===== config.mk =====
export PLATFORM = sky130hd
export DESIGN_NAME = rom_port_arbiter_flat
export DESIGN_NICKNAME = d
export VERILOG_FILES = /design/src/rtl/rom_port_arbiter_if.sv /design/src/rtl/rom_port_arbiter.sv /design/src/flat_wrapper.sv
export SDC_FILE = /design/constraint.sdc
export NUM_CORES = 1
export LEC_CHECK = 0
export BUFFER_PORTS_ARGS = -buffer_cell sky130_fd_sc_hd__buf_2
export CELL_PAD_IN_SITES_DETAIL_PLACEMENT = 1
export CELL_PAD_IN_SITES_GLOBAL_PLACEMENT = 1
export CORE_MARGIN = 4
export CORE_UTILIZATION = 35
export CTS_BUF_LIST = sky130_fd_sc_hd__clkbuf_4 sky130_fd_sc_hd__clkbuf_8
export DETAILED_ROUTE_END_ITERATION = 8
export PLACE_DENSITY_LB_ADDON = 0.3
export SYNTH_ARGS = -nofsm -noshare
export SYNTH_HDL_FRONTEND = slang
export SYNTH_SLANG_ARGS = --single-unit

===== constraint.sdc =====
create_clock -name clk -period 1.6 [get_ports clk]
set_input_delay 0.4 -clock clk [delete_from_list [all_inputs] [get_ports clk]]
set_output_delay 0.4 -clock clk [all_outputs]
set_load 0.01 [all_outputs]

===== src/rtl/rom_port_arbiter_if.sv =====
// Bus bundle between the two requesters (fetch, load/store), the ROM and the
// arbiter. The arbiter uses the slave view; the requesters/ROM side uses master.
interface rom_port_arbiter_if;
  logic        if_req;
  logic [31:0] if_addr;
  logic        if_gnt;
  logic        if_rvalid;
  logic [31:0] if_rdata;

  logic        ls_req;
  logic [31:0] ls_addr;
  logic        ls_gnt;
  logic        ls_rvalid;
  logic [31:0] ls_rdata;

  logic [31:0] rom_addr;
  logic        rom_re;
  logic [31:0] rom_out;
  logic        rom_oe;

  logic        stall;
  logic        err;

  modport slave (
    input  if_req, if_addr, ls_req, ls_addr, rom_out, rom_oe,
    output if_gnt, if_rvalid, if_rdata, ls_gnt, ls_rvalid, ls_rdata,
           rom_addr, rom_re, stall, err
  );

  modport master (
    output if_req, if_addr, ls_req, ls_addr, rom_out, rom_oe,
    input  if_gnt, if_rvalid, if_rdata, ls_gnt, ls_rvalid, ls_rdata,
           rom_addr, rom_re, stall, err
  );
endinterface


===== src/rtl/rom_port_arbiter.sv =====
// Two-port round-robin arbiter in front of a single-outstanding ROM.
// IDLE grants (combinationally) one requester, ISSUE strobes the ROM for one
// cycle, WAIT collects the data or times out with an error response.
module rom_port_arbiter #(
  parameter int unsigned TIMEOUT_CYCLES = 15
) (
  input logic               clk,
  input logic               reset_n,
  rom_port_arbiter_if.slave bus
);

  typedef enum logic [1:0] {IDLE, ISSUE, WAIT} state_t;

  localparam logic [7:0] TMO = 8'(TIMEOUT_CYCLES);

  state_t      r_state;
  logic        r_last_ls;   // 1: load/store was granted last (fetch wins next tie)
  logic        r_sel_ls;    // identity of the port owning the transaction
  logic [7:0]  r_cnt;
  logic [31:0] r_rom_addr;
  logic        r_rom_re;
  logic [31:0] r_if_rdata;
  logic [31:0] r_ls_rdata;
  logic        r_if_rvalid;
  logic        r_ls_rvalid;
  logic        r_err;

  logic        w_idle;
  logic        w_if_gnt;
  logic        w_ls_gnt;
  logic [31:0] w_gnt_word;
  logic        w_tmo;
  logic        w_resp;
  logic [31:0] w_resp_data;

  // Grant decode, response qualification and timeout detection
  always_comb begin
    // reset_n gates the grants so gnt stays low while reset is held
    w_idle      = reset_n && (r_state == IDLE);
    w_if_gnt    = w_idle && bus.if_req && (!bus.ls_req || r_last_ls);
    w_ls_gnt    = w_idle && bus.ls_req && !w_if_gnt;
    w_gnt_word  = (w_ls_gnt ? bus.ls_addr : bus.if_addr) & 32'hFFFF_FFFC;
    w_tmo       = (r_cnt + 8'd1) == TMO;
    // rom_oe outranks a timeout landing in the same cycle
    w_resp      = (r_state == WAIT) && (bus.rom_oe || w_tmo);
    w_resp_data = bus.rom_oe ? bus.rom_out : 32'h0;
  end

  // Main FSM with registered ROM strobe/address and response outputs
  always_ff @(posedge clk or negedge reset_n) begin
    if (!reset_n) begin
      r_state     <= IDLE;
      r_last_ls   <= 1'b1;
      r_sel_ls    <= 1'b0;
      r_cnt       <= 8'd0;
      r_rom_addr  <= 32'h0;
      r_rom_re    <= 1'b0;
      r_if_rdata  <= 32'h0;
      r_ls_rdata  <= 32'h0;
      r_if_rvalid <= 1'b0;
      r_ls_rvalid <= 1'b0;
      r_err       <= 1'b0;
    end else begin
      r_rom_re    <= 1'b0;
      r_if_rvalid <= 1'b0;
      r_ls_rvalid <= 1'b0;
      r_err       <= 1'b0;
      unique case (r_state)
        IDLE: begin
          if (w_if_gnt || w_ls_gnt) begin
            // rom_addr doubles as the latched request address; loading it at
            // grant time makes it valid together with rom_re during ISSUE
            r_sel_ls   <= w_ls_gnt;
            r_last_ls  <= w_ls_gnt;
            r_rom_addr <= w_gnt_word;
            r_rom_re   <= 1'b1;
            r_state    <= ISSUE;
          end
        end
        ISSUE: begin
          r_cnt   <= 8'd0;
          r_state <= WAIT;
        end
        WAIT: begin
          if (!bus.rom_oe) r_cnt <= r_cnt + 8'd1;
          if (w_resp) begin
            if (r_sel_ls) begin
              r_ls_rvalid <= 1'b1;
              r_ls_rdata  <= w_resp_data;
            end else begin
              r_if_rvalid <= 1'b1;
              r_if_rdata  <= w_resp_data;
            end
            r_err   <= !bus.rom_oe;
            r_state <= IDLE;
          end
        end
        default: r_state <= IDLE;
      endcase
    end
  end

  assign bus.if_gnt    = w_if_gnt;
  assign bus.ls_gnt    = w_ls_gnt;
  assign bus.if_rvalid = r_if_rvalid;
  assign bus.ls_rvalid = r_ls_rvalid;
  assign bus.if_rdata  = r_if_rdata;
  assign bus.ls_rdata  = r_ls_rdata;
  assign bus.rom_addr  = r_rom_addr;
  assign bus.rom_re    = r_rom_re;
  assign bus.stall     = (r_state != IDLE);
  assign bus.err       = r_err;

endmodule


===== src/flat_wrapper.sv =====
// flat-port wrapper written by rule: the top's interface ports become plain ports
module rom_port_arbiter_flat 
#(
  parameter int unsigned TIMEOUT_CYCLES = 15
)
  (clk, reset_n, bus_if_req, bus_if_addr, bus_ls_req, bus_ls_addr, bus_rom_out, bus_rom_oe, bus_if_gnt, bus_if_rvalid, bus_if_rdata, bus_ls_gnt, bus_ls_rvalid, bus_ls_rdata, bus_rom_addr, bus_rom_re, bus_stall, bus_err);
  rom_port_arbiter_if bus_i ();
  input logic clk;
  input logic reset_n;
  input wire logic [$bits(bus_i.if_req)-1:0] bus_if_req;
  input wire logic [$bits(bus_i.if_addr)-1:0] bus_if_addr;
  input wire logic [$bits(bus_i.ls_req)-1:0] bus_ls_req;
  input wire logic [$bits(bus_i.ls_addr)-1:0] bus_ls_addr;
  input wire logic [$bits(bus_i.rom_out)-1:0] bus_rom_out;
  input wire logic [$bits(bus_i.rom_oe)-1:0] bus_rom_oe;
  output wire logic [$bits(bus_i.if_gnt)-1:0] bus_if_gnt;
  output wire logic [$bits(bus_i.if_rvalid)-1:0] bus_if_rvalid;
  output wire logic [$bits(bus_i.if_rdata)-1:0] bus_if_rdata;
  output wire logic [$bits(bus_i.ls_gnt)-1:0] bus_ls_gnt;
  output wire logic [$bits(bus_i.ls_rvalid)-1:0] bus_ls_rvalid;
  output wire logic [$bits(bus_i.ls_rdata)-1:0] bus_ls_rdata;
  output wire logic [$bits(bus_i.rom_addr)-1:0] bus_rom_addr;
  output wire logic [$bits(bus_i.rom_re)-1:0] bus_rom_re;
  output wire logic [$bits(bus_i.stall)-1:0] bus_stall;
  output wire logic [$bits(bus_i.err)-1:0] bus_err;
  assign bus_i.if_req = bus_if_req;
  assign bus_i.if_addr = bus_if_addr;
  assign bus_i.ls_req = bus_ls_req;
  assign bus_i.ls_addr = bus_ls_addr;
  assign bus_i.rom_out = bus_rom_out;
  assign bus_i.rom_oe = bus_rom_oe;
  assign bus_if_gnt = bus_i.if_gnt;
  assign bus_if_rvalid = bus_i.if_rvalid;
  assign bus_if_rdata = bus_i.if_rdata;
  assign bus_ls_gnt = bus_i.ls_gnt;
  assign bus_ls_rvalid = bus_i.ls_rvalid;
  assign bus_ls_rdata = bus_i.ls_rdata;
  assign bus_rom_addr = bus_i.rom_addr;
  assign bus_rom_re = bus_i.rom_re;
  assign bus_stall = bus_i.stall;
  assign bus_err = bus_i.err;
  rom_port_arbiter #(.TIMEOUT_CYCLES(TIMEOUT_CYCLES)) u_core (.clk(clk), .reset_n(reset_n), .bus(bus_i));
endmodule

# Yosys cells after proc, flatten, opt, wreduce, memory -nomap -nowiden
# Index checks and enable logic that the tools add are counted.
# W data, S select, Z words.
[classes]
add_sub_neg = 1
n_mul = 0
n_div = 0
order_cmp = 0
n_eq_ne = 6
shifts = 0
muxes = 17
bitwise = 1
reduce_logical = 20
[ops]
columns = ["operator", "n"]
rows = [
  ["$mux W32", 2],
  ["$pmux W8 S2", 1],
  ["$mux W1", 10],
  ["$add A8 B1 Y8 const B", 1],
  ["$eq A8 B4 Y1 const B", 1],
  ["$mux W8", 1],
  ["$logic_and A1 B1 Y1", 6],
  ["$pmux W2 S3", 1],
  ["$reduce_and A2 Y1", 3],
  ["$reduce_and A3 Y1", 2],
  ["$mux W2", 2],
  ["$ne A2 B2 Y1 const B", 2],
  ["$reduce_bool A2 Y1", 2],
  ["$logic_not A1 Y1", 3],
  ["$logic_or A1 B1 Y1", 3],
  ["$eq A2 B1 Y1 const B", 1],
  ["$eq A2 B2 Y1 const B", 1],
  ["$logic_not A2 Y1", 1],
  ["$ne A2 B1 Y1 const B", 1],
  ["$not A1 Y1", 1],
]
[word_totals]
ff_bits = 110
latchBits = 0
ramBits = 0
mem_bits_ro = 0
memories = 0

# Logic depth before layout (Yosys ltp)
[depth]
ltp_word = 9
mapped_depth = 6
mapped_depth_nobuf = 5

# Worst setup path after synthesis
# Ideal clock, no wire load.
[synth_timing]
path_type = "reg2out"
from = "register u_core.r_state[0]"
to = "output port bus_if_gnt"
arrival_time_ps = 1340
setup_slack_ps = -140
path_stages_with_launch = 5
cell_sequence = "dfrtp_1 > buf_2 > nor3b_2 > clkbuf_1 > and3_1"
[synth_via]
elab_chain_cells = 4
[synth_rtl]
columns = ["item", "line", "source"]
rows = [
  ["from (decl)", "rom_port_arbiter.sv:16", "state_t r_state;"],
  ["from (signal assigned)", "rom_port_arbiter.sv:52", "r_state <= IDLE;"],
  ["from (signal assigned)", "rom_port_arbiter.sv:77", "r_state <= ISSUE;"],
  ["from (signal assigned)", "rom_port_arbiter.sv:82", "r_state <= WAIT;"],
  ["$logic_not A2 Y1", "rom_port_arbiter.sv:39", "w_idle = reset_n && (r_state == IDLE);"],
  ["$logic_and A1 B1 Y1", "rom_port_arbiter.sv:39", ""],
  ["$logic_and A1 B1 Y1 (2 in series)", "rom_port_arbiter.sv:40", "w_if_gnt = w_idle && bus.if_req && (!bus.ls_req || r_last_ls);"],
  ["to (decl)", "flat_wrapper.sv:16", "output wire logic [$bits(bus_i.if_gnt)-1:0] bus_if_gnt;"],
]
# Every way passes these cells.

# Final worst setup path
# Ends and elaborated chain as after synthesis.

==> metrics.csv <==
metric,value,unit
status,"complete, but fails checks",
violations,setup timing,
arrival,1510,ps
clkLatencyLatePin,390,ps
syn_area_per_cell,10.8,um2
r2r-start,u_core.r_state[0],
power_density,1510,nW/um2
track_usage,23.8,%
vias,5267,
hold_viol,0,
wl_met1,8880,um
cp_slowest_cell,dfrtp_1,
clk_path_buf_depth,2,
wl_met2,11700,um
cts_hold_buf,0,
gp_congestion,0.784,
cp-start-kind,flip-flop,
coreArea,15200,um2
rows,45,
skew,10.1,ps
start_util,35.7,%
dieHeight,132,um
ys_types,50,
max_cap_viol_count,0,
port_buffers,197,
drtPass1Iterations,4,
ys_ff_latch,110,
ios,204,
rsz0062_at_grt,yes,
holdCritPathClass,input pin to asynchronous set/reset pin,
worst_path_largest_cell_delay,430,ps
synth-warning-count,0,
r2r_end,u_core.bus.ls_rdata[13],
grt_max_degree,87,
instances_no_fill,948,
cts_max_level,3,
finalSetupViolCount,90,
cts_root_buf,clkbuf_8,
max_freq,523,MHz
ant_nets,0,
grt_pass1_wl,33100,um
path_class,flip-flop to primary output,
slew_viol_final,0,
dr_wl_met3,1350,um
synth-async-reset-ratio,100,%
n_antenna_cell,0,
nets,858,
path_max_fanout,3,
hpwl,12400,um
overflow,0,
post_synth_inst_count,500,
area_growth,61.0,%
die_w,132,um
fin_ws,-312,ps
r2r_slack,-280,ps
r2r_cells,9,
antenna_found_initial,2,
fin_crit_sh,120,%
p_leak,3.92,nW
syn_area,5420,um2
worst-path-buf-inv,2,
synth-main-ff-cell,dfrtp_1,
route.detailed.drc,0,
finalCriticalPeriod,1910,ps
routedWlPerCell,23.7,um
cts_made_buffers,9,
place_ws,-276,ps
vdd_drop_max,0.705,mV
cp_top_family,flip-flops,
die_area,17600,um2
seq_area_frac_synth,50.8,%
fill_cells,1597,
path_cells,buf_6 -> nor3b_4 -> and3_1 -> buf_2,
end_kind,primary output,
drt_iter0_markers,258,
clkSinkCount,110,
grt_pass1_vias,5883,
drive_above_1_share,62.8,%
cts.clk_slew.worst_paths,120,ps
highest_layer,met5,
setup.worst_path.start,u_core.r_state[0],
required,1200,ps
cts_tree,yes,
place_inst,883,
routed_wl,22400,um
synth-edff-count,0,
viasPerCell,5.56,
## logic make-up after synthesis
kind of cell	share of synthesized area [%]
compound gates	18.2
xor+xnor	0.623
fa+ha+maj	0.461
buf+inv	5.95
flops	50.8
mux	11.8
other cells	0.0691
simple gates	12.1
## what timing repair did
| action | 4_1_cts | 5_1_grt |
|---|---|---|
| gates cloned | 17 | 2 |
| resized for setup | 114 | 108 |
| pin swaps | 49 | 29 |
| endpoints found under the setup margin | 100 | 107 |
| setup buffers | 35 | 11 |
## where the power goes
group	internal, mW	switching [mW]	leakage (nW)	total [mW]
logic	3.11	3.33	2.50	6.44
clock network	0.733	1.10	0.101	1.83
registers	3.98	0.919	1.32	4.90
## cell usage in the layout (no fill, tap or decap), types with 3 or more instances in the layout
cell type and n:
mux2i_4 10, a31oi_4 7, o21ai_2 3, dfrtp_1 106, dfrtp_2 3, nor2b_1 3, mux2i_1 43, clkinv_2 3
buf_16 6, o21ai_1 18, buf_6 18, buf_12 25, buf_8 5, a21oi_1 33, mux2i_2 11, nand2b_1 4
clkbuf_8 9, a21oi_4 8, or2_4 4, a32o_1 4, buf_2 194, or3b_4 30, nand2_1 11, a31oi_1 21
buf_4 46, o21ai_0 12, inv_1 4, a21oi_2 55
## metrics by stage
| step | hold WS (ps) | instance area (um2) | setup TNS, ps | utilization, % | total power, mW |
|---|---|---|---|---|---|
| after detailed placement | 498 | 7120 | -10940 | 46.9 | 9.64 |
| after floorplan | 104 | 5620 | -1830 | - | 7.28 |
| after CTS | 46.3 | 8420 | -11660 | 55.4 | 12.3 |
| after global routing | 81.4 | 8730 | -20880 | 57.4 | 13.9 |
| final | 63.8 | 8730 | -16080 | 57.4 | 13.2 |
| after global placement | 492 | 7120 | -7500 | 46.9 | 9.36 |
## metal layers
metal / up-vias / global-route usage, %
li1: 2339 / -
met1: 2668 / 28.2
met2: 218 / 42.9
met3: 38 / 5.70
met4: 4 / 7.10
met5: - / 0
## final cells by class
type / count / area [um2] / area share, %
tap: 188 / 235 / 2.69
clock inverter: 7 / 72.6 / 0.831
clock buffer: 9 / 124 / 1.42
inverter: 6 / 22.5 / 0.258
timing repair buffer: 297 / 2340 / 26.8
sequential: 110 / 2760 / 31.6
multi-input combinational: 331 / 3180 / 36.4
## registers in the layout, indices dropped and copies added (netlist names)
signal	flops
u_core.bus.err	1
u_core.bus.if_rdata	32
u_core.bus.if_rvalid	1
u_core.bus.ls_rdata	32
u_core.bus.ls_rvalid	1
u_core.bus.rom_addr	30
u_core.bus.rom_re	1
u_core.r_cnt	8
u_core.r_last_ls	1
u_core.r_sel_ls	1
u_core.r_state	2
## worst max path at each step
stage / slack, ps / cells past startpoint / end
floorplan: -50 / 4 / bus_if_gnt
finish: -310 / 4 / bus_if_gnt
global route: -380 / 4 / bus_if_gnt
detailed placement: -280 / 5 / u_core.bus.if_rdata[26]
CTS: -360 / 4 / bus_if_gnt
global placement: -210 / 5 / u_core.bus.if_rdata[25]
## synth_stat cells, drive strengths merged, types with 2 or more instances
library cell / instances / area [um2]
nor2: 2 / 7.51
nand2: 11 / 41.3
buf: 27 / 199
nand2b: 5 / 31.3
a221o: 2 / 20.0
a21boi: 2 / 15.0
a21o: 2 / 15.0
nand3b: 2 / 15.0
nor2b: 5 / 31.3
ha: 2 / 25.0
clkbuf: 27 / 101
o31ai: 2 / 15.0
xnor2: 2 / 25.0
a31oi: 30 / 188
a22o: 2 / 17.5
o41ai: 2 / 17.5
a32o: 4 / 40.0
nand3: 2 / 10.0
or2: 6 / 37.5
nor4: 5 / 61.3
or3: 2 / 17.5
dfrtp: 109 / 2730
o21ai: 34 / 170
nand4bb: 3 / 50.1
mux2i: 64 / 641
or3b: 30 / 263
a21oi: 96 / 492
nand4b: 2 / 17.5
nand4: 2 / 12.5
inv: 6 / 22.5
Power figures use the tool's default switching activity.
